$ cat src/rtl/alu_req_arbiter_pkg.sv
// Shared definitions for the two-port ALU request arbiter: ALU opcodes,
// FSM state encoding and the opcode-to-occupancy latency helper.
package alu_arb_pkg;

  localparam int DATA_W_DEF = 32;
  localparam int CTRL_W_DEF = 6;

  // ALU control codes
  localparam logic [5:0] OP_ADD    = 6'b000000;
  localparam logic [5:0] OP_SUB    = 6'b000001;
  localparam logic [5:0] OP_MUL    = 6'b000010;
  localparam logic [5:0] OP_DIV    = 6'b000011;
  localparam logic [5:0] OP_MOD    = 6'b000100;
  localparam logic [5:0] OP_NEG    = 6'b000101;
  localparam logic [5:0] OP_INC    = 6'b000110;
  localparam logic [5:0] OP_DEC    = 6'b000111;
  localparam logic [5:0] OP_AND    = 6'b010000;
  localparam logic [5:0] OP_OR     = 6'b010001;
  localparam logic [5:0] OP_XOR    = 6'b010010;
  localparam logic [5:0] OP_SLL    = 6'b100000;
  localparam logic [5:0] OP_SRL    = 6'b100001;
  localparam logic [5:0] OP_SRA    = 6'b100010;
  localparam logic [5:0] OP_BITSEL = 6'b110100;
  localparam logic [5:0] OP_RANDOM = 6'b111111;

  typedef enum logic [1:0] {
    ST_IDLE = 2'b00,
    ST_BUSY = 2'b01,
    ST_DONE = 2'b10
  } arb_state_e;

  // Number of cycles the ALU is held for a given control code. A zero
  // latency parameter is promoted to 1 so the countdown can never wrap.
  function automatic logic [7:0] op_latency(input logic [5:0] ctrl,
                                            input logic [7:0] mul_lat,
                                            input logic [7:0] div_lat);
    logic [7:0] lat;
    case (ctrl)
      OP_MUL:         lat = mul_lat;
      OP_DIV, OP_MOD: lat = div_lat;
      default:        lat = 8'd1;
    endcase
    if (lat == 8'd0) begin
      lat = 8'd1;
    end else begin
      lat = lat;
    end
    return lat;
  endfunction

endpackage

$ cat src/rtl/alu_req_arbiter_if.sv
// Bundle of the two request ports, the ALU-side operand/result signals and
// the shared response channel. The arbiter uses the slave modport; the
// environment (requesters, ALU, response consumer) uses master.
interface alu_req_arbiter_if
  import alu_arb_pkg::*;
#(
  parameter int DATA_W = DATA_W_DEF,
  parameter int CTRL_W = CTRL_W_DEF
);
  logic              req0_valid;
  logic              req0_ready;
  logic [DATA_W-1:0] req0_a;
  logic [DATA_W-1:0] req0_b;
  logic [CTRL_W-1:0] req0_ctrl;
  logic              req1_valid;
  logic              req1_ready;
  logic [DATA_W-1:0] req1_a;
  logic [DATA_W-1:0] req1_b;
  logic [CTRL_W-1:0] req1_ctrl;
  logic [DATA_W-1:0] alu_operand_a;
  logic [DATA_W-1:0] alu_operand_b;
  logic [CTRL_W-1:0] alu_control;
  logic [DATA_W-1:0] alu_result;
  logic              alu_carry_out;
  logic              alu_overflow;
  logic              alu_negative;
  logic              alu_zero;
  logic              rsp_valid;
  logic              rsp_ready;
  logic              rsp_id;
  logic [DATA_W-1:0] rsp_result;
  logic [3:0]        rsp_flags;
  logic              rsp_err;

  modport slave (
    input  req0_valid, req0_a, req0_b, req0_ctrl,
    input  req1_valid, req1_a, req1_b, req1_ctrl,
    input  alu_result, alu_carry_out, alu_overflow, alu_negative, alu_zero,
    input  rsp_ready,
    output req0_ready, req1_ready,
    output alu_operand_a, alu_operand_b, alu_control,
    output rsp_valid, rsp_id, rsp_result, rsp_flags, rsp_err
  );

  modport master (
    output req0_valid, req0_a, req0_b, req0_ctrl,
    output req1_valid, req1_a, req1_b, req1_ctrl,
    output alu_result, alu_carry_out, alu_overflow, alu_negative, alu_zero,
    output rsp_ready,
    input  req0_ready, req1_ready,
    input  alu_operand_a, alu_operand_b, alu_control,
    input  rsp_valid, rsp_id, rsp_result, rsp_flags, rsp_err
  );
endinterface

$ cat src/rtl/alu_req_arbiter_rr.sv
// Combinational two-way round-robin grant. A lone requester always wins;
// with both valid, the port that was not granted last time wins. The
// last-grant pointer is owned by the parent.
module alu_rr_arbiter2 (
  input  logic valid0_i,
  input  logic valid1_i,
  input  logic last_grant_i,
  output logic grant0_o,
  output logic grant1_o
);

  // Pick the winner from the valids and the last-grant pointer
  always_comb begin
    grant0_o = 1'b0;
    grant1_o = 1'b0;
    if (valid0_i && valid1_i) begin
      if (last_grant_i) begin
        grant0_o = 1'b1;
      end else begin
        grant1_o = 1'b1;
      end
    end else if (valid0_i) begin
      grant0_o = 1'b1;
    end else if (valid1_i) begin
      grant1_o = 1'b1;
    end else begin
      grant0_o = 1'b0;
      grant1_o = 1'b0;
    end
  end

endmodule

$ cat src/rtl/alu_req_arbiter.sv
// Two-port arbiter in front of a single shared ALU. Accepts one request at a
// time (round-robin), registers its operands/control into the ALU, holds the
// ALU for an opcode-dependent number of cycles, then returns result and
// flags on one response channel tagged with the requester id.
// Optional build macro ALU_ARB_DIVZERO_TRAP_EN: a DIV/MOD with b==0 skips the
// ALU and answers next cycle with result 0, flags 0001 and rsp_err set.
module alu_req_arbiter
  import alu_arb_pkg::*;
#(
  parameter int DATA_W  = DATA_W_DEF,
  parameter int CTRL_W  = CTRL_W_DEF,
  parameter int MUL_LAT = 2,
  parameter int DIV_LAT = 4
) (
  input  logic             clk,
  input  logic             rst_n,
  alu_req_arbiter_if.slave arb_if
);

  arb_state_e        state_q, state_d;
  logic [7:0]        cnt_q, cnt_d;
  logic              last_grant_q, last_grant_d;
  logic              id_q, id_d;
  logic              trap_q, trap_d;
  logic [DATA_W-1:0] alu_a_q, alu_a_d;
  logic [DATA_W-1:0] alu_b_q, alu_b_d;
  logic [CTRL_W-1:0] alu_ctrl_q, alu_ctrl_d;
  logic              rsp_valid_q, rsp_valid_d;
  logic              rsp_id_q, rsp_id_d;
  logic [DATA_W-1:0] rsp_result_q, rsp_result_d;
  logic [3:0]        rsp_flags_q, rsp_flags_d;
  logic              rsp_err_q, rsp_err_d;

  logic              grant0_s, grant1_s;
  logic              ready0_s, ready1_s;
  logic              accept_s;
  logic [DATA_W-1:0] sel_a_s, sel_b_s;
  logic [CTRL_W-1:0] sel_ctrl_s;
  logic              div_zero_s;

  alu_rr_arbiter2 u_rr (
    .valid0_i     (arb_if.req0_valid),
    .valid1_i     (arb_if.req1_valid),
    .last_grant_i (last_grant_q),
    .grant0_o     (grant0_s),
    .grant1_o     (grant1_s)
  );

  // Ready is only offered in IDLE; gating with rst_n keeps both readies low
  // while reset is asserted even if a requester is already valid.
  assign ready0_s   = rst_n & (state_q == ST_IDLE) & grant0_s;
  assign ready1_s   = rst_n & (state_q == ST_IDLE) & grant1_s;
  assign accept_s   = ready0_s | ready1_s;
  assign sel_a_s    = grant1_s ? arb_if.req1_a    : arb_if.req0_a;
  assign sel_b_s    = grant1_s ? arb_if.req1_b    : arb_if.req0_b;
  assign sel_ctrl_s = grant1_s ? arb_if.req1_ctrl : arb_if.req0_ctrl;

`ifdef ALU_ARB_DIVZERO_TRAP_EN
  assign div_zero_s = ((sel_ctrl_s[5:0] == OP_DIV) || (sel_ctrl_s[5:0] == OP_MOD)) &&
                      (sel_b_s == {DATA_W{1'b0}});
`else
  assign div_zero_s = 1'b0;
`endif

  // Next-state and datapath updates for the IDLE/BUSY/DONE sequence
  always_comb begin
    state_d      = state_q;
    cnt_d        = cnt_q;
    last_grant_d = last_grant_q;
    id_d         = id_q;
    trap_d       = trap_q;
    alu_a_d      = alu_a_q;
    alu_b_d      = alu_b_q;
    alu_ctrl_d   = alu_ctrl_q;
    rsp_valid_d  = rsp_valid_q;
    rsp_id_d     = rsp_id_q;
    rsp_result_d = rsp_result_q;
    rsp_flags_d  = rsp_flags_q;
    rsp_err_d    = rsp_err_q;
    case (state_q)
      ST_IDLE: begin
        if (accept_s) begin
          alu_a_d      = sel_a_s;
          alu_b_d      = sel_b_s;
          alu_ctrl_d   = sel_ctrl_s;
          id_d         = grant1_s;
          last_grant_d = grant1_s;
          trap_d       = div_zero_s;
          // A trapped divide answers on the very next edge.
          cnt_d        = div_zero_s ? 8'd1
                         : op_latency(sel_ctrl_s[5:0], 8'(MUL_LAT), 8'(DIV_LAT));
          state_d      = ST_BUSY;
        end else begin
          state_d = ST_IDLE;
        end
      end
      ST_BUSY: begin
        if (cnt_q == 8'd1) begin
          rsp_valid_d = 1'b1;
          rsp_id_d    = id_q;
          if (trap_q) begin
            rsp_result_d = {DATA_W{1'b0}};
            rsp_flags_d  = 4'b0001;
            rsp_err_d    = 1'b1;
          end else begin
            rsp_result_d = arb_if.alu_result;
            rsp_flags_d  = {arb_if.alu_carry_out, arb_if.alu_overflow,
                            arb_if.alu_negative, arb_if.alu_zero};
            rsp_err_d    = 1'b0;
          end
          state_d = ST_DONE;
        end else begin
          cnt_d = cnt_q - 8'd1;
        end
      end
      ST_DONE: begin
        if (rsp_valid_q && arb_if.rsp_ready) begin
          rsp_valid_d = 1'b0;
          state_d     = ST_IDLE;
        end else begin
          state_d = ST_DONE;
        end
      end
      default: begin
        state_d = ST_IDLE;
      end
    endcase
  end

  // State and output registers; last_grant resets to 1 so port 0 wins first
  always_ff @(posedge clk or negedge rst_n) begin
    if (!rst_n) begin
      state_q      <= ST_IDLE;
      cnt_q        <= 8'd0;
      last_grant_q <= 1'b1;
      id_q         <= 1'b0;
      trap_q       <= 1'b0;
      alu_a_q      <= {DATA_W{1'b0}};
      alu_b_q      <= {DATA_W{1'b0}};
      alu_ctrl_q   <= {CTRL_W{1'b0}};
      rsp_valid_q  <= 1'b0;
      rsp_id_q     <= 1'b0;
      rsp_result_q <= {DATA_W{1'b0}};
      rsp_flags_q  <= 4'b0000;
      rsp_err_q    <= 1'b0;
    end else begin
      state_q      <= state_d;
      cnt_q        <= cnt_d;
      last_grant_q <= last_grant_d;
      id_q         <= id_d;
      trap_q       <= trap_d;
      alu_a_q      <= alu_a_d;
      alu_b_q      <= alu_b_d;
      alu_ctrl_q   <= alu_ctrl_d;
      rsp_valid_q  <= rsp_valid_d;
      rsp_id_q     <= rsp_id_d;
      rsp_result_q <= rsp_result_d;
      rsp_flags_q  <= rsp_flags_d;
      rsp_err_q    <= rsp_err_d;
    end
  end

  assign arb_if.req0_ready    = ready0_s;
  assign arb_if.req1_ready    = ready1_s;
  assign arb_if.alu_operand_a = alu_a_q;
  assign arb_if.alu_operand_b = alu_b_q;
  assign arb_if.alu_control   = alu_ctrl_q;
  assign arb_if.rsp_valid     = rsp_valid_q;
  assign arb_if.rsp_id        = rsp_id_q;
  assign arb_if.rsp_result    = rsp_result_q;
  assign arb_if.rsp_flags     = rsp_flags_q;
  assign arb_if.rsp_err       = rsp_err_q;

endmodule
$ cat src/flat_wrapper.sv
// flat-port wrapper written by rule: the top's interface ports become plain ports
module alu_req_arbiter_flat import alu_arb_pkg::*;
#(
  parameter int DATA_W  = DATA_W_DEF,
  parameter int CTRL_W  = CTRL_W_DEF,
  parameter int MUL_LAT = 2,
  parameter int DIV_LAT = 4
)
  (clk, rst_n, arb_if_req0_valid, arb_if_req0_a, arb_if_req0_b, arb_if_req0_ctrl, arb_if_req1_valid, arb_if_req1_a, arb_if_req1_b, arb_if_req1_ctrl, arb_if_alu_result, arb_if_alu_carry_out, arb_if_alu_overflow, arb_if_alu_negative, arb_if_alu_zero, arb_if_rsp_ready, arb_if_req0_ready, arb_if_req1_ready, arb_if_alu_operand_a, arb_if_alu_operand_b, arb_if_alu_control, arb_if_rsp_valid, arb_if_rsp_id, arb_if_rsp_result, arb_if_rsp_flags, arb_if_rsp_err);
  alu_req_arbiter_if #(.DATA_W(DATA_W), .CTRL_W(CTRL_W)) arb_if_i ();
  input  logic clk;
  input  logic rst_n;
  input wire logic [$bits(arb_if_i.req0_valid)-1:0] arb_if_req0_valid;
  input wire logic [$bits(arb_if_i.req0_a)-1:0] arb_if_req0_a;
  input wire logic [$bits(arb_if_i.req0_b)-1:0] arb_if_req0_b;
  input wire logic [$bits(arb_if_i.req0_ctrl)-1:0] arb_if_req0_ctrl;
  input wire logic [$bits(arb_if_i.req1_valid)-1:0] arb_if_req1_valid;
  input wire logic [$bits(arb_if_i.req1_a)-1:0] arb_if_req1_a;
  input wire logic [$bits(arb_if_i.req1_b)-1:0] arb_if_req1_b;
  input wire logic [$bits(arb_if_i.req1_ctrl)-1:0] arb_if_req1_ctrl;
  input wire logic [$bits(arb_if_i.alu_result)-1:0] arb_if_alu_result;
  input wire logic [$bits(arb_if_i.alu_carry_out)-1:0] arb_if_alu_carry_out;
  input wire logic [$bits(arb_if_i.alu_overflow)-1:0] arb_if_alu_overflow;
  input wire logic [$bits(arb_if_i.alu_negative)-1:0] arb_if_alu_negative;
  input wire logic [$bits(arb_if_i.alu_zero)-1:0] arb_if_alu_zero;
  input wire logic [$bits(arb_if_i.rsp_ready)-1:0] arb_if_rsp_ready;
  output wire logic [$bits(arb_if_i.req0_ready)-1:0] arb_if_req0_ready;
  output wire logic [$bits(arb_if_i.req1_ready)-1:0] arb_if_req1_ready;
  output wire logic [$bits(arb_if_i.alu_operand_a)-1:0] arb_if_alu_operand_a;
  output wire logic [$bits(arb_if_i.alu_operand_b)-1:0] arb_if_alu_operand_b;
  output wire logic [$bits(arb_if_i.alu_control)-1:0] arb_if_alu_control;
  output wire logic [$bits(arb_if_i.rsp_valid)-1:0] arb_if_rsp_valid;
  output wire logic [$bits(arb_if_i.rsp_id)-1:0] arb_if_rsp_id;
  output wire logic [$bits(arb_if_i.rsp_result)-1:0] arb_if_rsp_result;
  output wire logic [$bits(arb_if_i.rsp_flags)-1:0] arb_if_rsp_flags;
  output wire logic [$bits(arb_if_i.rsp_err)-1:0] arb_if_rsp_err;
  assign arb_if_i.req0_valid = arb_if_req0_valid;
  assign arb_if_i.req0_a = arb_if_req0_a;
  assign arb_if_i.req0_b = arb_if_req0_b;
  assign arb_if_i.req0_ctrl = arb_if_req0_ctrl;
  assign arb_if_i.req1_valid = arb_if_req1_valid;
  assign arb_if_i.req1_a = arb_if_req1_a;
  assign arb_if_i.req1_b = arb_if_req1_b;
  assign arb_if_i.req1_ctrl = arb_if_req1_ctrl;
  assign arb_if_i.alu_result = arb_if_alu_result;
  assign arb_if_i.alu_carry_out = arb_if_alu_carry_out;
  assign arb_if_i.alu_overflow = arb_if_alu_overflow;
  assign arb_if_i.alu_negative = arb_if_alu_negative;
  assign arb_if_i.alu_zero = arb_if_alu_zero;
  assign arb_if_i.rsp_ready = arb_if_rsp_ready;
  assign arb_if_req0_ready = arb_if_i.req0_ready;
  assign arb_if_req1_ready = arb_if_i.req1_ready;
  assign arb_if_alu_operand_a = arb_if_i.alu_operand_a;
  assign arb_if_alu_operand_b = arb_if_i.alu_operand_b;
  assign arb_if_alu_control = arb_if_i.alu_control;
  assign arb_if_rsp_valid = arb_if_i.rsp_valid;
  assign arb_if_rsp_id = arb_if_i.rsp_id;
  assign arb_if_rsp_result = arb_if_i.rsp_result;
  assign arb_if_rsp_flags = arb_if_i.rsp_flags;
  assign arb_if_rsp_err = arb_if_i.rsp_err;
  alu_req_arbiter #(.DATA_W(DATA_W), .CTRL_W(CTRL_W), .MUL_LAT(MUL_LAT), .DIV_LAT(DIV_LAT)) u_core (.clk(clk), .rst_n(rst_n), .arb_if(arb_if_i));
endmodule
$ cat config.mk
export PLATFORM = sky130hd
export DESIGN_NAME = alu_req_arbiter_flat
export DESIGN_NICKNAME = d
export VERILOG_FILES = /design/src/rtl/alu_req_arbiter_pkg.sv /design/src/rtl/alu_req_arbiter_if.sv /design/src/rtl/alu_req_arbiter_rr.sv /design/src/rtl/alu_req_arbiter.sv /design/src/flat_wrapper.sv
export SDC_FILE = /design/constraint.sdc
export NUM_CORES = 1
export LEC_CHECK = 0
export ABC_AREA = 0
export CAP_MARGIN = 20
export CORE_ASPECT_RATIO = 1.5
export CORE_MARGIN = 4
export CORE_UTILIZATION = 40
export CTS_BUF_LIST = sky130_fd_sc_hd__clkbuf_16
export DETAILED_ROUTE_END_ITERATION = 8
export GPL_TIMING_DRIVEN = 0
export HOLD_SLACK_MARGIN = 0.12
export PLACE_DENSITY = 0.92
export SYNTH_ARGS = -nofsm -noshare
export SYNTH_HDL_FRONTEND = slang
export SYNTH_SLANG_ARGS = --single-unit
$ cat constraint.sdc
create_clock -name clk -period 2.8 [get_ports clk]
set_clock_uncertainty 0.1 [all_clocks]
set_input_delay 0.42 -clock clk [delete_from_list [all_inputs] [get_ports clk]]
set_output_delay 0.42 -clock clk [all_outputs]
set_load 0.005 [all_outputs]
==> results.json <==
{
  "portBuffers": 290,
  "critPathKind": "input port to primary output",
  "synth_xor_xnor_area_share": 0,
  "min_from": "u_core.arb_if.alu_operand_a[17]",
  "n_fill_cell": 981,
  "ys_async_sr_fraction": 1.00,
  "wl_per_cell_um": 17.6,
  "clk-insertion-delay-late_ns": 0.39,
  "min_path_type": "register to register",
  "dieWidth_um": 103,
  "die_h_um": 151,
  "synthSimpleGateAreaFrac": 0.0939,
  "drive_above_1_share": 0.106,
  "grt_overflow": 0,
  "place.gp.congestion": 0.868,
  "drt_iter0_markers": 118,
  "drc": 0,
  "hpwlAfterDp_mm": 13.4,
  "first_global_vias": 5278,
  "synthCells": 488,
  "antenna_cells": 0,
  "routed_wl_mm": 17.1,
  "clk_pin_slew_ns": 0.05,
  "syn_to_final_growth_pct": 67.6,
  "grtUsageTotal": 0.216,
  "status": "finished, final reports clean",
  "fin_tns_setup_ns": 0,
  "synth.most_common_cell": "dfrtp_1",
  "ant_nets": 0,
  "final-hold-violation-count": 0,
  "clockRootBuffer": "clkbuf_16",
  "synth_area_leaders": "dfrtp_1 (54%), mux2i_1 (13%), mux2_2 (7.4%), o21ai_0 (6.8%), nand2_1 (5.4%)",
  "critical_path_required_ns": 2.28,
  "period_needed_ns": 2.74,
  "drt-vias-per-instance": 5.07,
  "synth_top_area_frac": 0.545,
  "tritoncts": "built",
  "ir_worst_vdd_mv": 0.414,
  "num_io_pins": 292,
  "rr_startpoint": "u_core.state_q[0]",
  "synth_compound_area_frac": 0.107,
  "firstDrtPassIters": 4,
  "grt_pass1_wl_mm": 25.9,
  "cp_max_fo": 10,
  "synth_top_family_by_area": "multiplexers",
  "clockBufferDepth": 2,
  "post-cts-setup-buffer-count": 0,
  "cp.arrival_ns": 2.22,
  "dr_total_vias": 4931,
  "yosysSeqAreaShare": 0.550,
  "rsz0062_at_grt": "no",
  "maxCapViolations": 0,
  "num_rows": 52,
  "die_area_um2": 15600,
  "cts_max_level": 4,
  "combPwrFrac": 0.433,
  "clkPwrFrac": 0.219,
  "switchingPower_uw": 2740,
  "yosys.cell_types.count": 43,
  "power_leakage_uw": 0.00394,
  "pwr-share-seq": 0.348,
  "regToRegSetupSlack_ns": 0.37,
  "yosys.area.top_type": "dfrtp_1",
  "grt_max_degree": 66,
  "power_uw": 8800,
  "fin_nets": 987,
  "synthTopCellsByCount": "dfrtp_1 (119), nand2_1 (79), o21ai_0 (74)",
  "avgSynthCellArea_um2": 11.2,
  "p_int_uw": 6050,
  "post-place-cells": 941,
  "synth_flop_cell": "dfrtp_1",
  "synthesis.area_um2": 5460,
  "start_util": 0.406,
  "synth_seq_cells": 120,
  "cts_buffers": 17,
  "fin_crit_sh": 0.979,
  "final_core_utilization": 0.680,
  "setup_viol": 0,
  "synth_edf_count": 0,
  "worstMarginPinSlew_ns": 1.14,
  "power_density_nw_per_um2": 961,
  "drv_slew": 0,
  "antenna_found_initial": 0,
  "crit_path_start": "arb_if_req1_valid",
  "slew_headroom": 0.239,
  "start_kind": "input port",
  "core_area_um2": 13500,
  "synth.area.mux_share": 0.202,
  "fmax_mhz": 365,
  "switching_share": 0.312,
  "synth_adder_area_share": 0.0137,
  "numClockSinks": 120,
  "cp-end-kind": "primary output",
  "syn-num-nets": 675,
  "ys_warn_count": 0,
  "fin_cells": 973
}
==> area by class of cell <==
| class | instances | area (um2) | area share |
|---|---|---|---|
| repair buffers | 293 | 2970 | 0.324 |
| inverters | 7 | 26.3 | 0.00287 |
| clock inverters | 13 | 92.6 | 0.0101 |
| plain buffers | 30 | 154 | 0.0168 |
| multi-input cells | 331 | 2280 | 0.249 |
| well taps | 162 | 203 | 0.0221 |
| flip-flops and latches | 120 | 3000 | 0.328 |
| clock buffers | 17 | 425 | 0.0465 |
==> state kept, by name, indices dropped and copies added, names as in the netlist <==
| register | cells |
|---|---|
| u_core.state_q | 2 |
| u_core.arb_if.alu_operand_b | 32 |
| u_core.arb_if.rsp_id | 1 |
| u_core.id_q | 1 |
| u_core.arb_if.alu_operand_a | 32 |
| u_core.last_grant_q | 1 |
| u_core.cnt_q | 8 |
| u_core.arb_if.rsp_valid | 1 |
| u_core.arb_if.rsp_flags | 4 |
| u_core.arb_if.alu_control | 6 |
| u_core.arb_if.rsp_result | 32 |
==> power by group through the flow <==
stage | logic, uW | clock network (uW) | registers (uW)
floorplan | 1440 | 0 | 3100
global placement | 3730 | 0 | 3030
detailed placement | 3840 | 0 | 3080
CTS | 3860 | 1970 | 3060
global route | 4190 | 2050 | 3160
finish | 3810 | 1930 | 3060
==> path summary, 6_finish.rpt <==
check | end | cells past startpoint
max | arb_if_req1_ready | 5
min | u_core.arb_if.alu_operand_a[17] | 2
max reg2reg | u_core.cnt_q[2] | 7
min reg2reg | u_core.arb_if.alu_operand_a[17] | 2
max in group asynchronous | u_core.arb_if.alu_operand_a[7] | 3
min in group asynchronous | u_core.last_grant_q | 2
==> worst max-delay path, cell delays in order <==
cell             delay, ns
clkdlybuf4s50_1       0.56
a21boi_1              0.19
clkbuf_4              0.26
and3_1                0.23
clkdlybuf4s50_1       0.56
==> logic make-up (layout without fill, tap and decap cells) <==
| group | after synthesis | after routing |
|---|---|---|
| fa+ha+maj | 6 | 6 |
| flops | 120 | 120 |
| other cells | 1 | 1 |
| mux | 106 | 106 |
| buf+inv | 37 | 360 |
| simple gates | 114 | 114 |
| compound gates | 104 | 104 |
==> through the flow <==
stage                     area [um2]  hold WS (ns)  setup WS (ns)
final                           9160         0.372         0.0578
after detailed placement        8600         0.336        -0.0923
after global routing            9160         0.402         0.0262
after floorplan                 5460        0.0244          0.801
after global placement          8570         0.360          -5.21
after CTS                       9150         0.380        0.00254
==> per-layer routing <==
| metal | wire length (um) | part of all wire | vias up | track usage |
|---|---|---|---|---|
| li1 | - | - | 2339 | - |
| met1 | 5770 | 0.34 | 2347 | 0.216 |
| met2 | 9440 | 0.55 | 200 | 0.395 |
| met3 | 1300 | 0.076 | 45 | 0.0677 |
| met4 | 610 | 0.036 | 0 | 0.0992 |
| met5 | 0 | 0 | - | 0 |
==> placed cells by master (no fill, tap or decap), types with 5 or more instances in the layout <==
cell type        synthesis  final
inv_1                    7      9
dfrtp_1                119    119
mux2i_1                 70     70
clkinv_2                 0      5
clkbuf_16                0     17
mux2_2                  36     36
nor2_1                   8      8
a21oi_1                 10     10
nand2_1                 79     79
buf_2                   10      9
ha_1                     6      6
clkdlybuf4s50_1          0    289
clkbuf_1                16     16
o21ai_0                 74     74
==> timing repair <==
action / CTS / global route
gates resized for setup: 0 / 1
endpoints found under the setup margin: 0 / 1
hold buffers: 2 / 0
endpoints found under the hold margin: 54 / 0
(Power assumes the default switching activity.)
